$ cat src/rtl/lcd_pkg.sv
// Shared types and constants for the character-LCD write engine.
package lcd_pkg;

    localparam int unsigned TMR_W        = 17;
    localparam int unsigned LCD_ON_BIT   = 31;
    localparam int unsigned LCD_BLON_BIT = 30;
    localparam int unsigned LCD_RS_BIT   = 9;

    localparam logic [11:0] LCD_ADDR      = 12'h8A0;
    localparam logic [11:0] LCD_STAT_ADDR = 12'h8A4;

    typedef enum logic [2:0] {
        IDLE,
        SETUP,
        PULSE,
        HOLD,
        EXEC
    } state_e;

    // Clear (0x01) and home (0x02/0x03) need the long execute wait.
    function automatic logic is_long_cmd(input logic rs, input logic [7:0] data);
        return !rs && (data[7:2] == 6'b0) && (data[1:0] != 2'b0);
    endfunction

endpackage

$ cat src/rtl/lcd_timer.sv
// Loadable down-counter; zero_o is high while the count is zero.
module lcd_timer
    import lcd_pkg::*;
(
    input  logic             clk_i,
    input  logic             rst_i,
    input  logic             load_i,
    input  logic [TMR_W-1:0] value_i,
    output logic             zero_o
);

    logic [TMR_W-1:0] cnt_q;

    always_ff @(posedge clk_i) begin
        if (rst_i) begin
            cnt_q <= '0;
        end else if (load_i) begin
            cnt_q <= value_i;
        end else if (cnt_q != '0) begin
            cnt_q <= cnt_q - TMR_W'(1);
        end
    end

    assign zero_o = (cnt_q == '0);

endmodule

$ cat src/rtl/lcd_ctrl.sv
// HD44780-class bus timing engine: one accepted store becomes a full
// setup / EN pulse / hold / execute-wait write sequence.
module lcd_ctrl
    import lcd_pkg::*;
#(
    parameter int unsigned T_SETUP_CYC = 4,
    parameter int unsigned T_PW_CYC    = 25,
    parameter int unsigned T_HOLD_CYC  = 2,
    parameter int unsigned T_EXEC_CYC  = 2500,
    parameter int unsigned T_LONG_CYC  = 82000
) (
    input  logic        clk_i,
    input  logic        rst_i,
    input  logic        lcd_wr_i,
    input  logic [31:0] lcd_wdata_i,
    input  logic        drop_clr_i,
    output logic        busy_o,
    output logic        drop_o,
    output logic        lcd_on_o,
    output logic        lcd_blon_o,
    output logic        lcd_en_o,
    output logic        lcd_rs_o,
    output logic        lcd_rw_o,
    output logic [7:0]  lcd_data_o
);

    localparam logic [TMR_W-1:0] SETUP_LD = TMR_W'(T_SETUP_CYC - 1);
    localparam logic [TMR_W-1:0] PW_LD    = TMR_W'(T_PW_CYC - 1);
    localparam logic [TMR_W-1:0] HOLD_LD  = TMR_W'(T_HOLD_CYC - 1);
    localparam logic [TMR_W-1:0] EXEC_LD  = TMR_W'(T_EXEC_CYC - 1);
    localparam logic [TMR_W-1:0] LONG_LD  = TMR_W'(T_LONG_CYC - 1);

    state_e           state_q, state_d;
    logic             on_q, on_d;
    logic             blon_q, blon_d;
    logic             rs_q, rs_d;
    logic [7:0]       data_q, data_d;
    logic             en_q, en_d;
    logic             busy_q, busy_d;
    logic             drop_q, drop_d;
    logic             tmr_load;
    logic [TMR_W-1:0] tmr_value;
    logic             tmr_zero;

    logic unused_wdata;
    assign unused_wdata = ^{lcd_wdata_i[29:10], lcd_wdata_i[8]};

    lcd_timer u_timer (
        .clk_i   (clk_i),
        .rst_i   (rst_i),
        .load_i  (tmr_load),
        .value_i (tmr_value),
        .zero_o  (tmr_zero)
    );

    always_comb begin
        state_d   = state_q;
        on_d      = on_q;
        blon_d    = blon_q;
        rs_d      = rs_q;
        data_d    = data_q;
        en_d      = en_q;
        busy_d    = busy_q;
        tmr_load  = 1'b0;
        tmr_value = '0;

        unique case (state_q)
            IDLE: begin
                if (lcd_wr_i) begin
                    on_d      = lcd_wdata_i[LCD_ON_BIT];
                    blon_d    = lcd_wdata_i[LCD_BLON_BIT];
                    rs_d      = lcd_wdata_i[LCD_RS_BIT];
                    data_d    = lcd_wdata_i[7:0];
                    busy_d    = 1'b1;
                    tmr_load  = 1'b1;
                    tmr_value = SETUP_LD;
                    state_d   = SETUP;
                end
            end
            SETUP: begin
                if (tmr_zero) begin
                    tmr_load  = 1'b1;
                    tmr_value = PW_LD;
                    en_d      = 1'b1;
                    state_d   = PULSE;
                end
            end
            PULSE: begin
                if (tmr_zero) begin
                    tmr_load  = 1'b1;
                    tmr_value = HOLD_LD;
                    en_d      = 1'b0;
                    state_d   = HOLD;
                end
            end
            HOLD: begin
                if (tmr_zero) begin
                    tmr_load  = 1'b1;
                    tmr_value = is_long_cmd(rs_q, data_q) ? LONG_LD : EXEC_LD;
                    state_d   = EXEC;
                end
            end
            EXEC: begin
                if (tmr_zero) begin
                    busy_d  = 1'b0;
                    state_d = IDLE;
                end
            end
            default: begin
                en_d    = 1'b0;
                busy_d  = 1'b0;
                state_d = IDLE;
            end
        endcase
    end

    // A set from a discarded write beats a simultaneous clear.
    always_comb begin
        drop_d = drop_q;
        if (lcd_wr_i && (state_q != IDLE)) begin
            drop_d = 1'b1;
        end else if (drop_clr_i) begin
            drop_d = 1'b0;
        end
    end

    always_ff @(posedge clk_i) begin
        if (rst_i) begin
            state_q <= IDLE;
            on_q    <= 1'b0;
            blon_q  <= 1'b0;
            rs_q    <= 1'b0;
            data_q  <= 8'h00;
            en_q    <= 1'b0;
            busy_q  <= 1'b0;
            drop_q  <= 1'b0;
        end else begin
            state_q <= state_d;
            on_q    <= on_d;
            blon_q  <= blon_d;
            rs_q    <= rs_d;
            data_q  <= data_d;
            en_q    <= en_d;
            busy_q  <= busy_d;
            drop_q  <= drop_d;
        end
    end

    assign busy_o     = busy_q;
    assign drop_o     = drop_q;
    assign lcd_on_o   = on_q;
    assign lcd_blon_o = blon_q;
    assign lcd_en_o   = en_q;
    assign lcd_rs_o   = rs_q;
    assign lcd_rw_o   = 1'b0;
    assign lcd_data_o = data_q;

endmodule

$ cat config.mk
export PLATFORM = sky130hd
export DESIGN_NAME = lcd_ctrl
export DESIGN_NICKNAME = d
export VERILOG_FILES = /design/src/rtl/lcd_pkg.sv /design/src/rtl/lcd_timer.sv /design/src/rtl/lcd_ctrl.sv
export SDC_FILE = /design/constraint.sdc
export NUM_CORES = 1
export LEC_CHECK = 0
export CORE_AREA = 2 2 65 61
export DETAILED_ROUTE_END_ITERATION = 10
export DIE_AREA = 0 0 67 63
export PLACE_DENSITY = 0.93
export SYNTH_ARGS = -nofsm -noshare
export SYNTH_HDL_FRONTEND = slang
export SYNTH_HIERARCHICAL = 1
export SYNTH_SLANG_ARGS = --single-unit
$ cat constraint.sdc
create_clock -name clk_i -period 6.32 [get_ports clk_i]
set_input_delay 1.264 -clock clk_i [delete_from_list [all_inputs] [get_ports clk_i]]
set_output_delay 1.264 -clock clk_i [all_outputs]
set_load 0.01 [all_outputs]
Word level (Yosys, flattened, before mapping)
Cells that the tools add are included.
- equality and inequality tests: 9
- add/subtract/negate cells: 1
- muxes and demuxes: 24
- reductions and logical operators: 18
- bitwise gates (word level): 2
- operators by type and width (kind ; number):
    $mux W17 ; 4
    $pmux W17 S4 ; 1
    $logic_not A17 Y1 ; 1
    $reduce_bool A17 Y1 ; 1
    $sub A17 B1 Y17 const B ; 1
    $mux W3 ; 5
    $pmux W3 S5 ; 1
    $ne A2 B2 Y1 const B ; 5
    $mux W1 ; 8
    $eq A3 B2 Y1 const B ; 2
    $logic_not A6 Y1 ; 1
    $pmux W1 S3 ; 2
    $reduce_and A3 Y1 ; 2
    $reduce_bool A2 Y1 ; 3
    $reduce_or A3 Y1 ; 2
    $mux W5 ; 1
    $reduce_and A5 Y1 ; 1
    $eq A3 B1 Y1 const B ; 1
    $eq A3 B3 Y1 const B ; 1
    $logic_and A1 B1 Y1 ; 3
    $logic_not A3 Y1 ; 1
    $reduce_bool A3 Y1 ; 1
    $mux W2 ; 1
    $not A1 Y1 ; 2
    other kinds (3) ; 3
- logic and storage cells: 63
- output and inout bits: 15
- input port bits: 36
- register bits: 34

Logic depth before layout (Yosys ltp)
- depth after elaboration: 7
- gate-level depth with buffers: 13
- mapped depth without buffers: 12

Cells and area by module
The synthesis kept the hierarchy.
- by module, submodules not included (module ; cells an instance ; instances ; sequential area each (um^2) ; area an instance (um^2)):
    lcd_timer ; 112 ; 1 ; 340.3 ; 930.9
    lcd_ctrl ; 99 ; 1 ; 340.3 ; 773.2

Least setup slack after synthesis
No wires, ideal clock.
- path type: input port to flip-flop
- from: input lcd_wr_i
- to: register u_timer.cnt_q[0]
- path buffers: 3
- library setup time: 0.133 ns
- arrival time: 2.605 ns
- cell stages on the path: 8
- path slack: 3.582 ns
- data required time: 6.187 ns
- cells stage by stage: or4b_1 > buf_2 > buf_6 > nand2_1 > clkbuf_1 > nor3_1 > mux2i_1 > o21ai_0
- cells in the longest elaborated chain, start to end: 3
- elaborated cells on any way between the ends: 6
- classes of those cells: 5 x mux; 1 x reduce/logical
- ends and longest elaborated chain (what ; RTL line ; source):
    start, declared ; lcd_ctrl.sv:14 ; input logic lcd_wr_i,
    $mux W1 * ; lcd_ctrl.sv:69 ; if (lcd_wr_i) begin
    $pmux W1 S2 * ; lcd_ctrl.sv:67 ; unique case (state_q)
    net tmr_load ; lcd_ctrl.sv:41 ; logic tmr_load;
    $mux W17 / $reduce_bool A2 Y1 (equally long branches) ; - ;
    end signal, assigned ; lcd_timer.sv:18 ; cnt_q <= value_i;
    end signal, assigned ; lcd_timer.sv:20 ; cnt_q <= cnt_q - TMR_W'(1);
    end, declared ; lcd_timer.sv:12 ; logic [TMR_W-1:0] cnt_q;
The timed path passes the listed nets; every way through them passes the cells marked *.
A chain may end at the register's enable or synchronous reset.

Worst setup path in the final report
- from: register u_timer.cnt_q[0]
- to: register u_timer.cnt_q[14]
- cells in the longest elaborated chain, start to end: 4
- elaborated cells on any way between the ends: 10
- classes of those cells: 1 x add/sub; 6 x mux; 3 x reduce/logical
- ends and longest elaborated chain (what ; RTL line ; source):
    $logic_not A17 Y1 * ; lcd_timer.sv:24 ; assign zero_o = (cnt_q == '0);
    net tmr_zero ; lcd_ctrl.sv:43 ; logic tmr_zero;
    $mux W1 * ; lcd_ctrl.sv:81, lcd_ctrl.sv:89, lcd_ctrl.sv:97 ;
    $pmux W1 S2 * ; lcd_ctrl.sv:67 ;
    net tmr_load ; lcd_ctrl.sv:41 ;
    $mux W17 / $reduce_bool A2 Y1 (equally long branches) ; - ;
The timed path passes the listed nets; every way through them passes the cells marked *. The select of a mux whose other input is x is not followed.

==> impl_metrics.py <==
metrics = {
    "outcome": {
        "status": "completed",
    },
    "cells_and_area": {
        "fillers": 337,
        "area_delta_synth_final_pct": 24.01,
        "num_antenna_cells": 0,
        "layout-drive-gt1-share": 0.08678,
        "nets": 278,
    },
    "worst_setup_path": {
        "cpMaxStageDelayCell": "nor2b_1",
        "worstPathMaxFanout": 14,
        "endpoint_kind": "register",
        "cp_common_cell": "nor2b_1",
        "crit_chain": "inv_1 > ha_1 > nor4b_1 > nand4b_1 > or2_4 > inv_2 > nor2b_1 > o21ai_0 > nand2_1 > nor2b_1 > a22o_1",
        "max_stage_delay_ps": 740,
        "crit_path_start_kind": "register",
        "cp_data_arrival_time_ps": 3950,
        "critical_path_class": "reg -> reg",
        "crit_required_ps": 6560,
        "ff2ff_setup_slack_ps": 2610,
    },
    "clocking": {
        "path_clk_slew_ps": 70,
        "cts_tree": "built",
        "cts_inserted_buffers": 5,
        "clock-sinks": 34,
        "clk_latency_ps": 290,
        "post-cts-setup-buffers": 0,
        "htreeDepth": 2,
        "cts_resized": 0,
        "cts_root_buffer": "clkbuf_8",
        "cts.path.max_buffers": 2,
        "ctsHoldBuffers": 0,
    },
    "yosys": {
        "yosysSeqAreaShare": 0.3994,
        "synth-compound-area-share": 0.1564,
        "synth_xor_area_frac": 0.05653,
        "synth_top_area_frac": 0.3994,
        "synth_top_family_by_area": "simple AND/OR/NAND/NOR gates",
        "synth_edf_count": 0,
        "synth_area_leader_cell": "dfxtp_1",
        "ys_top_cells_by_count": "nand2_1 (47), dfxtp_1 (34), a21oi_1 (19), nor3_1 (11), nor2_1 (10)",
        "syn_area_per_cell_um2": 8.076,
        "netlist_area_um2": 1704,
        "yosys.area_share.simple": 0.3018,
        "synth_seq_cells": 34,
        "synth_flop_cell": "dfxtp_1",
        "netlist_top_cells_area": "dfxtp_1 (40%), nand2_1 (10%), a21oi_1 (5.6%), xnor2_1 (4.1%), nor3_1 (3.2%)",
        "synth_fa_ha_area_frac": 0.007342,
        "yosysUniqueCellTypes": 50,
        "ys_warn_count": 6,
        "synthMuxAreaShare": 0.02496,
        "async_reset_ff_frac": 0,
        "postSynthCellCount": 211,
        "yosysMostFrequentCell": "nand2_1",
    },
    "timing": {
        "setup_viol": 0,
        "fin_crit_ps": 3713,
        "max_clock_freq_mhz": 269.3,
        "fin_crit_sh": 0.5876,
        "tightest_slew_ps": 952.7,
        "slew_violations": 0,
        "relSlewSlack": 0.3629,
        "fin_tns_setup_ps": 0,
        "grt_setup_unrepaired": "no",
        "skew_ps": 1.774,
        "hold_viol": 0,
        "hold_slack_ps": 453.7,
    },
    "placement": {
        "globalplace.congestion": 0.8068,
        "port_buffers": 28,
        "hpwl_mm": 2.542,
    },
    "route": {
        "drcViolationCount": 0,
        "dr_total_vias": 1498,
        "viasPerCell": 5.201,
        "dr_wl_met3_um": 234,
        "top_layer": "met4",
        "wl_per_cell_um": 12.55,
        "wl_mm": 3.613,
        "dr.pass1.iters": 4,
        "drtIter0Drc": 39,
        "m1WireLength_mm": 1.623,
        "drtAntennaViolNets": 0,
        "wl_met2_mm": 1.706,
    },
    "power": {
        "max-vdd-ir-drop_uv": 235.4,
        "power_density_nw_per_um2": 484.4,
        "power_w": 0.001024,
        "p_leak_nw": 0.8033,
    },
    "global_routing": {
        "grt_antenna_before_repair": 0,
        "grt_pass1_vias": 1460,
        "grt_util_all_layers": 0.1919,
        "grt.overflow.total": 0,
        "grt_pass1_wl_mm": 6.244,
        "grt_start_max_net_pins": 28,
    },
    "floorplanning": {
        "io_pins": 51,
        "fp.coreArea_um2": 3573,
        "fp-row-count": 21,
        "die_y_um": 63,
        "fp.dieW_um": 67,
        "initial_core_util": 0.4769,
        "dieArea_um2": 4221,
    },
    "flow_run": {
        "cap_violations": 0,
    },
    "worst_hold_path": {
        "hold_path.class": "reg -> reg",
    },
}
## path summary, 6_finish.rpt
check / to / depth (start not counted) / start
max: u_timer/cnt_q[14] / 11 / u_timer/cnt_q[0]
min: lcd_on_o / 2 / lcd_on_o
max reg2reg: u_timer/cnt_q[14] / 11 / u_timer/cnt_q[0]
min reg2reg: lcd_on_o / 2 / lcd_on_o
## routing by layer
metal,up-vias,track usage
met5,-,0
met4,0,0.06122
met3,7,0.07207
met2,40,0.3255
met1,676,0.2184
li1,775,-
## through the flow
stage          worst slack (ps)  area, um^2  cells  utilization
2_1_floorplan              3582        1730    218            -
3_3_place_gp               2386        1999    280       0.5595
3_5_place_dp               2358        1999    280       0.5595
5_1_grt                    2229        2113    288       0.5914
6_report                   2607        2113    288       0.5914
4_1_cts                    2654        2113    288       0.5914
## power by group
| part | switching (W) | internal [W] | total (W) | leakage [nW] |
|---|---|---|---|---|
| clock network | 0.0000852 | 0.000117 | 0.000202 | 0.0504 |
| logic | 0.000253 | 0.000230 | 0.000483 | 0.474 |
| registers | 0.0000636 | 0.000275 | 0.000339 | 0.279 |
## layout make-up
cell class / instances / area [um^2] / area share
Inverter: 5 / 18.77 / 0.008881
Tap cell: 46 / 57.56 / 0.02724
Multi-Input combinational cell: 167 / 962.2 / 0.4553
Timing Repair Buffer: 28 / 280.3 / 0.1326
Clock buffer: 5 / 68.82 / 0.03256
Sequential cell: 34 / 680.7 / 0.3221
Clock inverter: 3 / 45.04 / 0.02131
## state kept, by name (all words and copies together), names as in the netlist
name / flops
u_timer/cnt_q: 17
lcd_data_o: 8
state_q: 3
busy_o: 1
drop_o: 1
lcd_blon_o: 1
lcd_en_o: 1
lcd_on_o: 1
lcd_rs_o: 1
## cells in the final DEF (no fill, tap or decap), types with 2 or more instances in the layout
master	netlist	layout
nand2_1	47	47
a211o_1	2	2
clkdlybuf4s50_1	0	28
o21ai_0	9	9
mux2_2	2	2
conb_1	1	8
clkbuf_8	0	5
nor2_1	10	10
or3_1	2	2
xnor2_1	8	8
a211oi_1	2	2
o21ai_1	2	2
nor3_1	11	11
o31ai_1	2	2
nand3b_1	3	3
clkinvlp_4	0	2
nor4_1	4	4
a32o_1	2	2
xor2_1	3	3
inv_1	4	4
dfxtp_1	34	34
nor2b_1	4	4
a21oi_1	19	19
mux2i_1	2	2
nand2b_1	3	3
## logic make-up (layout without fill, tap and decap cells)
logic type / count (synthesis) / count (layout)
AOI/OAI and AO/OA: 44 / 44
xor gates and xnor gates: 11 / 11
adders and majority gates: 1 / 1
buffers and inverters: 17 / 41
DFF: 34 / 34
muxes: 4 / 4
other: 1 / 8
and+or+nand+nor: 99 / 99
## worst max-delay path: cells and delay by family (launching register included)
kind / cells / cell delay (ps)
AND/OR/NAND/NOR: 6 / 2430
AO/OA/AOI/OAI: 2 / 410
flip-flops: 1 / 340
adder cells (fa/ha/maj): 1 / 240
buffers and inverters: 2 / 220
No activity file was read; power rests on OpenSTA's default activity.
